===== src/rtl/secure_xfer_if.sv =====
// Handshake bundle for the secure transfer engine.
// The write side carries reg->mem traffic, the read side mem->reg traffic.
// master: the requester/consumer side; slave: the engine.
interface secure_xfer_if #(
    parameter int DATA_W = 32,
    parameter int ADDR_W = 10,
    parameter int KEY_W  = 16
);
    logic              wr_valid;
    logic [KEY_W-1:0]  wr_key;
    logic [ADDR_W-1:0] wr_addr;
    logic [DATA_W-1:0] wr_data;
    logic              wr_ready;
    logic              mem_valid;
    logic [DATA_W-1:0] mem_data;
    logic              mem_ready;

    logic              rd_valid;
    logic [KEY_W-1:0]  rd_key;
    logic [ADDR_W-1:0] rd_addr;
    logic [DATA_W-1:0] rd_data;
    logic              rd_ready;
    logic              reg_valid;
    logic [DATA_W-1:0] reg_data;
    logic              reg_ready;

    modport master (
        output wr_valid, wr_key, wr_addr, wr_data, mem_ready,
        output rd_valid, rd_key, rd_addr, rd_data, reg_ready,
        input  wr_ready, mem_valid, mem_data,
        input  rd_ready, reg_valid, reg_data
    );

    modport slave (
        input  wr_valid, wr_key, wr_addr, wr_data, mem_ready,
        input  rd_valid, rd_key, rd_addr, rd_data, reg_ready,
        output wr_ready, mem_valid, mem_data,
        output rd_ready, reg_valid, reg_data
    );
endinterface


===== src/rtl/secure_xfer_engine.sv =====
// Key-checked one-entry transfer stages with data transforms and lockout.
// Optional build macro: SECURE_XFER_STATS_EN enables the acc_cnt/rej_cnt
// handshake counters; without it both outputs are tied to zero.
//
// state  | meaning
// -------+-----------------------------------------------------------
// OPEN   | handshakes accepted; bad keys accumulate in the fail count
// LOCKED | both readies low; held outputs drain; timer counts down
module secure_xfer_engine #(
    parameter int               DATA_W      = 32,
    parameter int               ADDR_W      = 10,
    parameter int               KEY_W       = 16,
    parameter logic [KEY_W-1:0] KEY_VAL     = 16'h0032,
    parameter int               ADDR_THRESH = 128,
    parameter int               MAX_FAIL    = 3,
    parameter int               LOCK_CYCLES = 16
) (
    input  logic        clk,
    input  logic        rst,
    secure_xfer_if.slave bus,
    output logic        locked,
    output logic [1:0]  key_err,
    output logic [15:0] acc_cnt,
    output logic [15:0] rej_cnt
);

    localparam logic [ADDR_W-1:0] THRESH   = ADDR_W'(ADDR_THRESH);
    localparam int                FAIL_W   = $clog2(MAX_FAIL + 1);
    localparam logic [FAIL_W:0]   FAIL_MAX = (FAIL_W + 1)'(MAX_FAIL);
    localparam int                TMR_W    = (LOCK_CYCLES > 1) ? $clog2(LOCK_CYCLES) : 1;
    localparam logic [TMR_W-1:0]  TMR_LOAD = TMR_W'(LOCK_CYCLES - 1);

    typedef enum logic {OPEN, LOCKED} state_t;

    state_t            state;
    logic [FAIL_W-1:0] fail_cnt;
    logic [TMR_W-1:0]  lock_tmr;

    logic       wr_fire, rd_fire;
    logic       wr_good, wr_bad, rd_good, rd_bad;
    logic [1:0] n_bad;
    logic [FAIL_W:0] fail_sum, fail_sat;

    function automatic logic [DATA_W-1:0] wr_xform(input logic [DATA_W-1:0] d);
        logic [DATA_W-1:0] t;
        t = d - DATA_W'(3);
        return (t * t + DATA_W'(9)) * DATA_W'(3);
    endfunction

    function automatic logic [DATA_W-1:0] rd_xform(input logic [DATA_W-1:0] d);
        logic [DATA_W-1:0] t;
        t = (d / DATA_W'(3)) - DATA_W'(9);
        return ~(t * t + DATA_W'(3));
    endfunction

    // A stage accepts when open and its output slot is empty or draining now.
    assign bus.wr_ready = !locked && (!bus.mem_valid || bus.mem_ready);
    assign bus.rd_ready = !locked && (!bus.reg_valid || bus.reg_ready);

    assign wr_fire = bus.wr_valid && bus.wr_ready;
    assign rd_fire = bus.rd_valid && bus.rd_ready;
    assign wr_good = wr_fire && (bus.wr_key == KEY_VAL);
    assign wr_bad  = wr_fire && (bus.wr_key != KEY_VAL);
    assign rd_good = rd_fire && (bus.rd_key == KEY_VAL);
    assign rd_bad  = rd_fire && (bus.rd_key != KEY_VAL);

    assign n_bad    = {1'b0, wr_bad} + {1'b0, rd_bad};
    assign fail_sum = {1'b0, fail_cnt} + (FAIL_W + 1)'(n_bad);
    assign fail_sat = (fail_sum >= FAIL_MAX) ? FAIL_MAX : fail_sum;

    // Lockout FSM: fail accounting in OPEN, down-counting timer in LOCKED.
    always_ff @(posedge clk or posedge rst) begin
        if (rst) begin
            state    <= OPEN;
            fail_cnt <= '0;
            lock_tmr <= '0;
            locked   <= 1'b0;
        end else begin
            case (state)
                OPEN: begin
                    if (n_bad != 2'd0) begin
                        fail_cnt <= fail_sat[FAIL_W-1:0];
                        if (fail_sat == FAIL_MAX) begin
                            state    <= LOCKED;
                            locked   <= 1'b1;
                            lock_tmr <= TMR_LOAD;
                        end
                    end else if (wr_good || rd_good) begin
                        fail_cnt <= '0;
                    end
                end
                LOCKED: begin
                    if (lock_tmr == '0) begin
                        state    <= OPEN;
                        locked   <= 1'b0;
                        fail_cnt <= '0;
                    end else begin
                        lock_tmr <= lock_tmr - 1'b1;
                    end
                end
                default: begin
                    state  <= OPEN;
                    locked <= 1'b0;
                end
            endcase
        end
    end

    // Write output register: load on good key, otherwise empty when drained.
    always_ff @(posedge clk or posedge rst) begin
        if (rst) begin
            bus.mem_valid <= 1'b0;
            bus.mem_data  <= '0;
        end else if (wr_good) begin
            bus.mem_valid <= 1'b1;
            bus.mem_data  <= (bus.wr_addr > THRESH) ? wr_xform(bus.wr_data) : bus.wr_data;
        end else if (bus.mem_ready) begin
            bus.mem_valid <= 1'b0;
        end
    end

    // Read output register: same policy as the write side.
    always_ff @(posedge clk or posedge rst) begin
        if (rst) begin
            bus.reg_valid <= 1'b0;
            bus.reg_data  <= '0;
        end else if (rd_good) begin
            bus.reg_valid <= 1'b1;
            bus.reg_data  <= (bus.rd_addr > THRESH) ? rd_xform(bus.rd_data) : bus.rd_data;
        end else if (bus.reg_ready) begin
            bus.reg_valid <= 1'b0;
        end
    end

    // One-cycle bad-key pulse per channel (bit0 write, bit1 read).
    always_ff @(posedge clk or posedge rst) begin
        if (rst) key_err <= 2'b00;
        else     key_err <= {rd_bad, wr_bad};
    end

`ifdef SECURE_XFER_STATS_EN
    logic [1:0]  n_good;
    logic [16:0] acc_sum, rej_sum;

    assign n_good  = {1'b0, wr_good} + {1'b0, rd_good};
    assign acc_sum = {1'b0, acc_cnt} + 17'(n_good);
    assign rej_sum = {1'b0, rej_cnt} + 17'(n_bad);

    // Saturating handshake statistics, both channels summed.
    always_ff @(posedge clk or posedge rst) begin
        if (rst) begin
            acc_cnt <= '0;
            rej_cnt <= '0;
        end else begin
            acc_cnt <= acc_sum[16] ? 16'hFFFF : acc_sum[15:0];
            rej_cnt <= rej_sum[16] ? 16'hFFFF : rej_sum[15:0];
        end
    end
`else
    assign acc_cnt = 16'h0000;
    assign rej_cnt = 16'h0000;
`endif

endmodule


===== src/flat_wrapper.sv =====
// flat-port wrapper written by rule: the top's interface ports become plain ports
module secure_xfer_engine_flat 
#(
    parameter int               DATA_W      = 32,
    parameter int               ADDR_W      = 10,
    parameter int               KEY_W       = 16,
    parameter logic [KEY_W-1:0] KEY_VAL     = 16'h0032,
    parameter int               ADDR_THRESH = 128,
    parameter int               MAX_FAIL    = 3,
    parameter int               LOCK_CYCLES = 16
)
  (clk, rst, locked, key_err, acc_cnt, rej_cnt, bus_wr_valid, bus_wr_key, bus_wr_addr, bus_wr_data, bus_mem_ready, bus_rd_valid, bus_rd_key, bus_rd_addr, bus_rd_data, bus_reg_ready, bus_wr_ready, bus_mem_valid, bus_mem_data, bus_rd_ready, bus_reg_valid, bus_reg_data);
  secure_xfer_if #(.DATA_W(DATA_W), .ADDR_W(ADDR_W), .KEY_W(KEY_W)) bus_i ();
  input  logic clk;
  input  logic rst;
  output logic locked;
  output logic [1:0] key_err;
  output logic [15:0] acc_cnt;
  output logic [15:0] rej_cnt;
  input wire logic [$bits(bus_i.wr_valid)-1:0] bus_wr_valid;
  input wire logic [$bits(bus_i.wr_key)-1:0] bus_wr_key;
  input wire logic [$bits(bus_i.wr_addr)-1:0] bus_wr_addr;
  input wire logic [$bits(bus_i.wr_data)-1:0] bus_wr_data;
  input wire logic [$bits(bus_i.mem_ready)-1:0] bus_mem_ready;
  input wire logic [$bits(bus_i.rd_valid)-1:0] bus_rd_valid;
  input wire logic [$bits(bus_i.rd_key)-1:0] bus_rd_key;
  input wire logic [$bits(bus_i.rd_addr)-1:0] bus_rd_addr;
  input wire logic [$bits(bus_i.rd_data)-1:0] bus_rd_data;
  input wire logic [$bits(bus_i.reg_ready)-1:0] bus_reg_ready;
  output wire logic [$bits(bus_i.wr_ready)-1:0] bus_wr_ready;
  output wire logic [$bits(bus_i.mem_valid)-1:0] bus_mem_valid;
  output wire logic [$bits(bus_i.mem_data)-1:0] bus_mem_data;
  output wire logic [$bits(bus_i.rd_ready)-1:0] bus_rd_ready;
  output wire logic [$bits(bus_i.reg_valid)-1:0] bus_reg_valid;
  output wire logic [$bits(bus_i.reg_data)-1:0] bus_reg_data;
  assign bus_i.wr_valid = bus_wr_valid;
  assign bus_i.wr_key = bus_wr_key;
  assign bus_i.wr_addr = bus_wr_addr;
  assign bus_i.wr_data = bus_wr_data;
  assign bus_i.mem_ready = bus_mem_ready;
  assign bus_i.rd_valid = bus_rd_valid;
  assign bus_i.rd_key = bus_rd_key;
  assign bus_i.rd_addr = bus_rd_addr;
  assign bus_i.rd_data = bus_rd_data;
  assign bus_i.reg_ready = bus_reg_ready;
  assign bus_wr_ready = bus_i.wr_ready;
  assign bus_mem_valid = bus_i.mem_valid;
  assign bus_mem_data = bus_i.mem_data;
  assign bus_rd_ready = bus_i.rd_ready;
  assign bus_reg_valid = bus_i.reg_valid;
  assign bus_reg_data = bus_i.reg_data;
  secure_xfer_engine #(.DATA_W(DATA_W), .ADDR_W(ADDR_W), .KEY_W(KEY_W), .KEY_VAL(KEY_VAL), .ADDR_THRESH(ADDR_THRESH), .MAX_FAIL(MAX_FAIL), .LOCK_CYCLES(LOCK_CYCLES)) u_core (.clk(clk), .rst(rst), .bus(bus_i), .locked(locked), .key_err(key_err), .acc_cnt(acc_cnt), .rej_cnt(rej_cnt));
endmodule

===== config.mk =====
export PLATFORM = sky130hd
export DESIGN_NAME = secure_xfer_engine_flat
export DESIGN_NICKNAME = d
export VERILOG_FILES = /design/src/rtl/secure_xfer_if.sv /design/src/rtl/secure_xfer_engine.sv /design/src/flat_wrapper.sv
export SDC_FILE = /design/constraint.sdc
export NUM_CORES = 2
export LEC_CHECK = 0
export CAP_MARGIN = 20
export CORE_MARGIN = 4
export CORE_UTILIZATION = 57
export DETAILED_ROUTE_END_ITERATION = 10
export PLACE_DENSITY = 0.91
export SLEW_MARGIN = 10
export SYNTH_ARGS = -nofsm -noshare
export SYNTH_HDL_FRONTEND = slang
export SYNTH_SLANG_ARGS = --single-unit

===== constraint.sdc =====
create_clock -name clk -period 2.31 [get_ports clk]
set_input_delay 0.231 -clock clk [delete_from_list [all_inputs] [get_ports clk]]
set_output_delay 0.231 -clock clk [all_outputs]
set_load 0.01 [all_outputs]

==> results of run 1 <==
[cells in the mapped netlist (52+ instances only)]
| cell | number | area share [%] |
|---|---|---|
| xnor2_1 | 125 | 3.1 |
| nor3_1 | 59 | 0.83 |
| o21ai_0 | 164 | 2.3 |
| nand2b_1 | 63 | 1.1 |
| or2_2 | 72 | 1.3 |
| dfrtp_1 | 76 | 5.3 |
| clkbuf_1 | 121 | 1.3 |
| fa_1 | 737 | 41 |
| nand2_1 | 297 | 3.1 |
| ha_1 | 285 | 10 |
| nor2_1 | 440 | 4.6 |
| inv_1 | 1007 | 11 |
| xor2_1 | 52 | 1.3 |
| a21oi_1 | 152 | 2.1 |
[through the flow]
stage               worst slack, ps  util (%)  hold slack, ps  area, um2
floorplan                    -13120         -             406      36800
global placement             -13460      74.2             463      45900
detailed placement           -14550      74.2             476      45900
CTS                          -13300      80.0             213      49500
[logic make-up after synthesis]
family | count (synthesis)
DFF | 76
other | 1
AOI/OAI and AO/OA | 549
xor gates and xnor gates | 179
adders and majority gates | 1024
and+or+nand+nor | 1162
buffers and inverters | 1201
muxes | 17
[repair_timing]
item,in CTS
resized for setup,529
setup buffers,180
pin swaps,302
cloned,1
setup endpoints to repair,69
[per-layer routing]
| layer | global-route usage [%] | GRT overflow |
|---|---|---|
| met5 | 95.5 | 267 |
| met4 | 79.6 | 1059 |
| met1 | 117 | 4858 |
| met2 | 119 | 5042 |
| met3 | 103 | 1798 |
==> impl_metrics.py, run 1 <==
metrics = {
    "floorplan": {
        "die_h_um": 258,
        "dieWidth_um": 258,
        "start_util_pct": 57.6,
        "pin_count": 225,
        "row_count": 91,
    },
    "yosys": {
        "synthMuxAreaShare_pct": 0.495,
        "synthArstFlopShare_pct": 100,
        "synth_compound_area_share_pct": 9.88,
        "synth-simple-area-share_pct": 15.2,
        "avgSynthCellArea_um2": 8.46,
        "ys_warn_count": 0,
        "seq_area_frac_synth_pct": 5.34,
        "synth_xor_area_share_pct": 4.44,
        "synthCells": 4209,
        "syn_area_um2": 35600,
        "synth_ff_type": "dfrtp_1",
        "synth_fa_ha_area_share_pct": 51.5,
        "synth_edf_count": 0,
        "ys_ff_latch": 76,
        "synth_top_family_by_area": "adder cells",
        "synth_cell_types": 102,
    },
    "global_route": {
        "overflow": 13024,
        "grt_pass1_vias": 56796,
        "grt_use_total_pct": 108,
        "grt_max_degree": 54,
        "grt_pass1_wl_um": 496000,
    },
    "placement": {
        "portBuffers": 192,
        "gp_congestion": 1.00,
        "dp_hpwl_um": 125000,
        "placed_cells": 6017,
    },
    "clocking": {
        "clockBufferDepth": 2,
        "postCtsHoldBufs": 0,
        "htreeDepth": 3,
        "cts-buffers-inserted": 9,
        "cts.sink_count": 76,
        "root_buffer": "clkbuf_16",
    },
    "run_status": {
        "outcome": "aborted with a tool error",
        "lastStage": "global routing",
        "tool.error": "[ERROR GRT-0116] Global routing finished with congestion. Check the congestion regions in the DRC Viewer.",
    },
}
==> run 2, diff against run 1 <==
--- a/config.mk
+++ b/config.mk
@@ -7,9 +7,9 @@
 export LEC_CHECK = 0
 export CAP_MARGIN = 20
 export CORE_MARGIN = 4
-export CORE_UTILIZATION = 57
+export CORE_UTILIZATION = 40
 export DETAILED_ROUTE_END_ITERATION = 10
-export PLACE_DENSITY = 0.91
+export PLACE_DENSITY_LB_ADDON = 0.15
 export SLEW_MARGIN = 10
 export SYNTH_ARGS = -nofsm -noshare
 export SYNTH_HDL_FRONTEND = slang
==> constraint.sdc (replaced) <==
create_clock -name clk -period 3 [get_ports clk]
set_input_delay 0.3 -clock clk [delete_from_list [all_inputs] [get_ports clk]]
set_output_delay 0.3 -clock clk [all_outputs]
set_load 0.01 [all_outputs]
==> impl_metrics.py, run 2 <==
metrics = {
    "setup_path": {
        "critPathBufInv": 11,
        "critPathMostFrequentCell": "o21ai_2",
        "worstSetupStartpoint": "bus_rd_data[29]",
        "cp_max_fo": 11,
        "crit_path_max_incr_delay_ps": 520,
        "crit_cells": 75,
        "reg2reg_depth": 9,
        "crit_slowest_cell": "fa_1",
        "worstSetupPathType": "input pin to flip-flop",
        "cp_top_family": "compound AO/OA/AOI/OAI gates",
        "endpoint": "u_core.bus.reg_data[29]$_DFFE_PP0P_",
        "cp_data_required_time_ps": 3290,
        "cp.arrival_ps": 15170,
        "reg2reg_slack_ps": 520,
        "start_kind": "input pin",
        "r2r_start": "u_core.locked$_DFFE_PP0P_",
        "r2r_end": "u_core.lock_tmr[0]$_DFFE_PP0P_",
        "endpoint_kind": "flip-flop",
    },
    "yosys": {
        "synth_top_cells_by_count": "1007 x inv_1, 737 x fa_1, 440 x nor2_1, 297 x nand2_1, 285 x ha_1",
        "seq_area_frac_synth_pct": 5.34,
        "synth_top_area_cell": "fa_1",
        "synthArstFlopShare_pct": 100,
        "synth_cell_types": 102,
        "synth_most_common_cell": "inv_1",
        "synth.top_cell.area_share_pct": 41.4,
        "ys_ff_latch": 76,
        "avgSynthCellArea_um2": 8.46,
        "ys_warn_count": 0,
        "synth_edf_count": 0,
        "synthCells": 4209,
        "synth_ff_type": "dfrtp_1",
        "syn_area_um2": 35600,
        "synth.top_cells.by_area": "fa_1 41%, inv_1 11%, ha_1 10%, dfrtp_1 5.3%, nor2_1 4.6%",
    },
    "timing": {
        "tightestPinTransition_ps": 1140,
        "fin_crit_sh_pct": 496,
        "clock_skew_ps": 19.1,
        "fmax_mhz": 67.2,
        "setup_viol": 59,
        "hold_viol_final": 0,
        "worst_slack_ps": -11880,
        "rsz0062_at_grt": "true",
        "fin_crit_ps": 14880,
        "report.final.slew_viol_count": 0,
        "slew_headroom_pct": 23.9,
    },
    "cells_and_area": {
        "stdcell_area_um2": 51100,
        "synthToLayoutAreaGrowth_pct": 43.6,
        "num_antenna_cells": 0,
        "nNetsFinal": 6469,
        "reg_top3": "u_core.bus.mem_data (32), u_core.bus.reg_data (32), u_core.lock_tmr (4)",
        "layout_common_cells": "942 x inv_1, 942 x buf_4, 720 x fa_1",
        "drive_gt1_share_pct": 33.2,
    },
    "placement": {
        "dp_hpwl_um": 95900,
        "gp_congestion": 0.906,
        "portBuffers": 192,
        "placedInstanceArea_um2": 46500,
    },
    "clocking": {
        "cts.clk_slew.worst_paths_ps": 80,
        "clock_latency_ps": 410,
        "postCtsHoldBufs": 0,
        "htreeDepth": 3,
        "clockBufferDepth": 2,
        "cts.sink_count": 76,
        "root_buffer": "clkbuf_16",
        "cts_tree": "yes",
        "cts-buffers-inserted": 9,
    },
    "floorplan": {
        "die_h_um": 306,
        "dieWidth_um": 306,
        "pin_count": 225,
        "dieArea_um2": 93900,
        "row_count": 109,
        "core_area_um2": 88400,
        "start_util_pct": 40.3,
    },
    "global_route": {
        "grt_pass1_vias": 34274,
        "top_usage_layer": "met2",
        "grt_util_met1_pct": 31.8,
        "grt_pass1_wl_um": 184000,
        "antenna_found_initial": 0,
        "grtUsageMet3_pct": 2.01,
        "overflow": 0,
        "grt_max_degree": 77,
        "use_met2_pct": 44.9,
        "grt_use_total_pct": 24.6,
    },
    "run_status": {
        "outcome": "complete, but fails checks",
        "violations": "setup timing",
    },
    "run": {
        "drv_cap": 0,
    },
    "detailed_routing": {
        "vias_per_cell": 4.86,
        "route.detailed.drc": 0,
        "drt_iter0_markers": 1426,
        "firstDrtPassIters": 6,
        "drt-wirelength-per-cell_um": 17.5,
        "ant_nets": 0,
        "vias": 31596,
        "routed_wl_um": 114000,
    },
    "min_path": {
        "min_path_type": "input pin to async pin",
    },
}
run 2: cell counts after synthesis:
Identical to the previous run, type by type.
run 2: worst reg2reg max path, delay by kind of cell, from the launching register on:
kind / cells / cell delay, ps
AOI/OAI and AO/OA: 2 / 370
and+or+nand+nor: 3 / 320
muxes: 1 / 290
DFF: 1 / 430
adders and majority gates: 3 / 960
run 2: worst min path at each step:
stage / to / slack (ps)
after detailed placement: u_core.fail_cnt[0]$_DFFE_PP0P_ / 470
after floorplan: u_core.fail_cnt[0]$_DFFE_PP0P_ / 440
after global routing: u_core.bus.mem_data[8]$_DFFE_PP0P_ / 330
final: u_core.bus.mem_valid$_DFFE_PP0P_ / 320
after global placement: u_core.bus.mem_data[30]$_DFFE_PP0P_ / 460
after CTS: u_core.bus.mem_data[8]$_DFFE_PP0P_ / 300
run 2: what timing repair did:
item                                    4_1_cts  5_1_grt
gates resized for setup                     403      382
pin swaps                                   272      358
setup buffers                                74       92
endpoints found under the setup margin       60       60
gates cloned                                  1        2
run 2: kinds of logic after synthesis:
group / Yosys count / share of synthesized area (%)
adder cells (fa/ha/maj): 1024 / 51.5
multiplexers: 17 / 0.495
AND/OR/NAND/NOR: 1162 / 15.2
AO/OA/AOI/OAI: 549 / 9.88
buffers and inverters: 1201 / 13.1
XOR/XNOR: 179 / 4.44
flip-flops: 76 / 5.34
other: 1 / 0.0105
run 2: metrics by stage:
stage | setup WS (ps) | TNS, ps | util (%) | hold slack (ps) | std cells
3_3_place_gp | -13120 | -496960 | 52.6 | 462 | 6362
6_report | -11880 | -434750 | 57.9 | 321 | 6495
4_1_cts | -11840 | -433270 | 55.2 | 297 | 6438
3_5_place_dp | -13280 | -502090 | 52.6 | 470 | 6362
2_1_floorplan | -12500 | -443690 | - | 445 | 4240
5_1_grt | -12550 | -459830 | 57.9 | 334 | 6495
run 2: cell type report:
cell class | instances | area [um2]
clock buffers | 10 | 229
clock inverters | 6 | 40.0
fillers | 7855 | 37200
inverters | 1019 | 3870
multi-input cells | 2963 | 33100
flip-flops and latches | 76 | 1900
well taps | 1165 | 1460
repair buffers | 1256 | 10600
run 2: layer usage:
layer | vias to the layer above | share of wire [%]
li1 | 15033 | -
met1 | 15794 | 43
met2 | 643 | 52
met3 | 126 | 3.4
met4 | 0 | 2.0
met5 | - | 0
Power of run 2 is left out: the tool's default activity adds up to more than one toggle a clock period on the data nets, which glitch-free logic cannot reach.
